File: src/rtl/mem_arbiter.sv
// Shares one data-memory port between the CPU and a host/debug requester.
// CPU traffic passes through; host accesses are slotted in by stalling the CPU.
//
// state | meaning
// ------+-------------------------------------------------------------
// CPU   | memory driven by the CPU; counting completed CPU accesses
// HOST  | memory driven by the host; CPU stalled until the access ends
module mem_arbiter #(
  parameter int ADDR_WIDTH = 16,
  parameter int DATA_WIDTH = 16,
  parameter int CPU_SLOTS  = 4
) (
  input  logic                  clk,
  input  logic                  reset_n,
  input  logic [ADDR_WIDTH-1:0] cpu_address,
  input  logic                  cpu_load,
  input  logic [DATA_WIDTH-1:0] cpu_wdata,
  output logic [DATA_WIDTH-1:0] cpu_rdata,
  output logic                  cpu_busy,
  input  logic                  cpu_halt,
  input  logic                  host_req,
  input  logic                  host_we,
  input  logic [ADDR_WIDTH-1:0] host_addr,
  input  logic [DATA_WIDTH-1:0] host_wdata,
  output logic                  host_ack,
  output logic [DATA_WIDTH-1:0] host_rdata,
  output logic [ADDR_WIDTH-1:0] mem_address,
  output logic                  mem_load,
  output logic [DATA_WIDTH-1:0] mem_wdata,
  input  logic [DATA_WIDTH-1:0] mem_rdata,
  input  logic                  mem_busy
);

  localparam int CNT_W = $clog2(CPU_SLOTS + 1);
  localparam logic [CNT_W-1:0] SLOT_MAX = CNT_W'(CPU_SLOTS);

  typedef enum logic {
    ST_CPU  = 1'b0,
    ST_HOST = 1'b1
  } state_t;

  state_t           state, state_nxt;
  logic [CNT_W-1:0] slot_cnt;
  logic             cpu_done;
  logic             slots_met;
  logic             host_grant;
  logic             host_done;

  assign cpu_done   = (state == ST_CPU) && !cpu_halt && !mem_busy;
  assign slots_met  = (slot_cnt == SLOT_MAX);
  // A halted CPU gives up its guaranteed slots so the host gets in at once.
  assign host_grant = (state == ST_CPU) && host_req && !mem_busy && (slots_met || cpu_halt);
  assign host_done  = (state == ST_HOST) && !mem_busy;

  always_ff @(posedge clk or negedge reset_n) begin
    if (!reset_n) begin
      state <= ST_CPU;
    end else begin
      state <= state_nxt;
    end
  end

  always_comb begin
    state_nxt = state;
    case (state)
      ST_CPU:  if (host_grant) state_nxt = ST_HOST;
      ST_HOST: if (host_done)  state_nxt = ST_CPU;
      default: state_nxt = ST_CPU;
    endcase
  end

  always_comb begin
    mem_address = cpu_address;
    mem_wdata   = cpu_wdata;
    mem_load    = cpu_load && !cpu_halt;
    cpu_busy    = cpu_halt || mem_busy;
    if (state == ST_HOST) begin
      mem_address = host_addr;
      mem_wdata   = host_wdata;
      mem_load    = host_we;
      cpu_busy    = 1'b1;
    end
  end

  assign cpu_rdata = mem_rdata;

  // The switching cycle still counts as a CPU completion; the count is
  // cleared anyway when the host access finishes.
  always_ff @(posedge clk or negedge reset_n) begin
    if (!reset_n) begin
      slot_cnt   <= '0;
      host_ack   <= 1'b0;
      host_rdata <= '0;
    end else begin
      host_ack <= host_done;
      if (host_done) begin
        slot_cnt <= '0;
        if (!host_we) host_rdata <= mem_rdata;
      end else if (cpu_done && !slots_met) begin
        slot_cnt <= slot_cnt + 1'b1;
      end
    end
  end

endmodule

File: config.mk
export PLATFORM = sky130hd
export DESIGN_NAME = mem_arbiter
export DESIGN_NICKNAME = d
export VERILOG_FILES = /design/src/rtl/mem_arbiter.sv
export SDC_FILE = /design/constraint.sdc
export NUM_CORES = 1
export LEC_CHECK = 0
export ABC_AREA = 1
export CORE_AREA = 3 3 68 76
export DETAILED_ROUTE_END_ITERATION = 8
export DIE_AREA = 0 0 71 79
export DONT_BUFFER_PORTS = 1
export HOLD_SLACK_MARGIN = 0.05
export SYNTH_ARGS = -nofsm -noshare
export SYNTH_HDL_FRONTEND = slang
export SYNTH_SLANG_ARGS = --single-unit
export TNS_END_PERCENT = 5
File: constraint.sdc
create_clock -name clk -period 1.05 [get_ports clk]
set_input_delay 0.1575 -clock clk [delete_from_list [all_inputs] [get_ports clk]]
set_output_delay 0.1575 -clock clk [all_outputs]
set_load 0.1 [all_outputs]
==> results.sh <==
export IMPL_outcome="finished, violations left"
export IMPL_violations="negative setup slack"
export IMPL_crit_chain="inv_6, buf_12, nand2_1, nand2_8"
export IMPL_netlist_area_leader_share=0.354
export IMPL_cts_made_buffers=3
export IMPL_required_ns=0.89
export IMPL_dp_cells=294
export IMPL_post_place_ws_ns=-0.333
export IMPL_final_hold_violation_count=0
export IMPL_clock_sinks=21
export IMPL_cp_arrival_ns=1.30
export IMPL_reg2reg_slack_ns=-0.16
export IMPL_first_pass_iters=4
export IMPL_remaining_drc_errors=0
export IMPL_grt_pass1_vias=1588
export IMPL_grt_setup_unrepaired="true"
export IMPL_cts_tree="done"
export IMPL_synth_edf_count=0
export IMPL_viasPerCell=4.91
export IMPL_synth_ff_type="dfrtp_1"
export IMPL_syn_num_nets=322
export IMPL_clock_latency_ns=0.26
export IMPL_switching_share=0.618
export IMPL_final_core_util=0.642
export IMPL_tns_ns=-16.10
export IMPL_ioPinCount=154
export IMPL_max_slew_margin=0.382
export IMPL_final_antenna_net_count=0
export IMPL_slew_viol_final=0
export IMPL_yosysMostFrequentCell="nand2_1"
export IMPL_ys_top_cells_by_area="nand2_1 (35%), dfrtp_1 (34%), buf_4 (8.8%)"
export IMPL_fin_skew_ns=0.00183
export IMPL_min_path_type="input pin to asynchronous set/reset pin"
export IMPL_end_kind="output port"
export IMPL_fillers=360
export IMPL_syn_area_sq_um=1540
export IMPL_die_w_um=71
export IMPL_synth_seq_area_share=0.342
export IMPL_synth_commonest_cells="nand2_1 (145), dfrtp_1 (21), buf_4 (18)"
export IMPL_multi_input_area_sq_um=1390
export IMPL_synth_seq_cells=21
export IMPL_dieArea_sq_um=5610
export IMPL_final_seq_area_sq_um=527
export IMPL_hpwl_mm=3.70
export IMPL_leakage_nw=1.29
export IMPL_worst_pin_slew_ns=0.926
export IMPL_initial_core_util=0.351
export IMPL_drt_total_wl_mm=4.62
export IMPL_cp_max_fo=7
export IMPL_r2r_start="state"
export IMPL_critical_path_max_stage_delay_ns=0.48
export IMPL_vias=1551
export IMPL_htreeDepth=1
export IMPL_async_flop_share=1.00
export IMPL_antenna_found_initial=0
export IMPL_area_growth_syn_to_layout_pct=82.8
export IMPL_p_per_area_nw_per_um2=2990
export IMPL_hold_slack_ns=0.102
export IMPL_cp_num_buf_inv=2
export IMPL_die_h_um=79
export IMPL_stdcell_count=316
export IMPL_ff2ff_path_depth=6
export IMPL_intPower_mw=3.21
export IMPL_max_freq_ghz=0.687
export IMPL_post_cts_buffers=0
export IMPL_irDropWorstVdd_uv=2370
export IMPL_syn_inst=233
export IMPL_drt_iter0_drc=37
export IMPL_clk_pin_slew_ns=0.08
export IMPL_cpMaxStageDelayCell="dfrtp_2"
export IMPL_setup_viol=55
export IMPL_grt_pass1_wl_mm=7.73
export IMPL_critical_path_top_delay_family="flip-flops"
export IMPL_antennaDiodeCount=0
export IMPL_fin_crit_sh=1.39
export IMPL_drive_gt1_frac=0.458
export IMPL_finalCriticalPeriod_ns=1.46
export IMPL_place_congestion=0.731
export IMPL_clock_power_share=0.064
export IMPL_clockBufferDepth=2
export IMPL_pwr_share_comb=0.760
export IMPL_layout_setup_ws_ns=-0.406
export IMPL_layout_nets=352
export IMPL_p_seq_frac=0.176
export IMPL_ys_types=18
export IMPL_path_class="flip-flop to output port"
export IMPL_yosys_warnings=0
export IMPL_avgSynthCellArea_sq_um=6.60
export IMPL_num_rows=25
export IMPL_io_buffers=0
export IMPL_grt_max_degree=22
export IMPL_routedWlPerCell_um=14.6
export IMPL_core_area_sq_um=4380
export IMPL_grt_use_total=0.168
export IMPL_clockRootBuffer="clkbuf_8"
export IMPL_cap_viol_max_count=0
export IMPL_p_sw_mw=5.19
export IMPL_r2r_end="host_rdata[1]"
export IMPL_yosysTopAreaCell="nand2_1"
export IMPL_gr_total_overflow=0
export IMPL_worstSetupStartpointType="flip-flop"
[area by class of cell]
type	instances	area share
multi-input combinational	175	0.495
inverter	10	0.0156
tap	54	0.0240
clock buffer	4	0.0160
sequential	21	0.187
timing repair buffer	52	0.262
[power groups by stage]
stage	combinational [mW]	clock [mW]	sequential, mW
global placement	6.26	0	1.47
finish	6.39	0.536	1.48
floorplan	3.26	0	3.18
global route	6.64	0.586	1.52
detailed placement	6.30	0	1.48
CTS	6.44	0.543	1.48
[flip-flops by register name, indices dropped and copies added (netlist names)]
register,count
host_ack,1
host_rdata,16
slot_cnt,3
state,1
[per-layer routing]
layer  routed length, um  global-route usage  vias to the layer above
met5                   0                   0                        -
li1                    -                   -                      747
met4                   0              0.0169                        0
met2                2570               0.308                       84
met3                 510              0.0709                        0
met1                1540               0.187                      720
[cells in the final DEF (no fill, tap or decap)]
master / n
dfrtp_2: 1
buf_12: 23
dfrtp_1: 20
inv_6: 1
dlygate4sd3_1: 17
nand3_1: 11
clkbuf_1: 1
nand2_1: 80
buf_4: 8
o22ai_1: 1
nor2_8: 1
nand3_2: 9
nand2_8: 31
dlymetal6s4s_1: 1
buf_6: 3
nor2_1: 3
nand2_4: 3
inv_1: 8
ha_2: 2
clkbuf_8: 3
o21ai_4: 1
nor2_2: 1
nand2_2: 32
clkinv_2: 1
[cell families after synthesis]
kind of cell    synth area share
fa+ha+maj                 0.0163
flops                      0.342
simple gates               0.475
buf+inv                    0.159
compound gates           0.00732
[what timing repair did]
action                                  in CTS  in global routing
hold buffers                                18                  0
endpoints found under the setup margin      55                 80
hold endpoints to repair                    38                  0
resized for setup                           18                  1
pin swaps                                   19                  2
[per-stage QoR]
stage / instance area [sq um] / total power [mW]
2_1_floorplan: 2140 / 6.44
3_3_place_gp: 2520 / 7.74
3_5_place_dp: 2520 / 7.79
4_1_cts: 2810 / 8.46
5_1_grt: 2810 / 8.74
6_report: 2810 / 8.40
[how the worst max path moves through the flow]
stage | start | endpoint | cells after the start
global route | state | mem_wdata[10] | 4
global placement | state | host_rdata[12] | 6
finish | state | mem_wdata[5] | 4
detailed placement | state | host_rdata[1] | 6
CTS | state | mem_wdata[1] | 4
floorplan | state | mem_load | 3
Power figures use the tool's default switching activity.
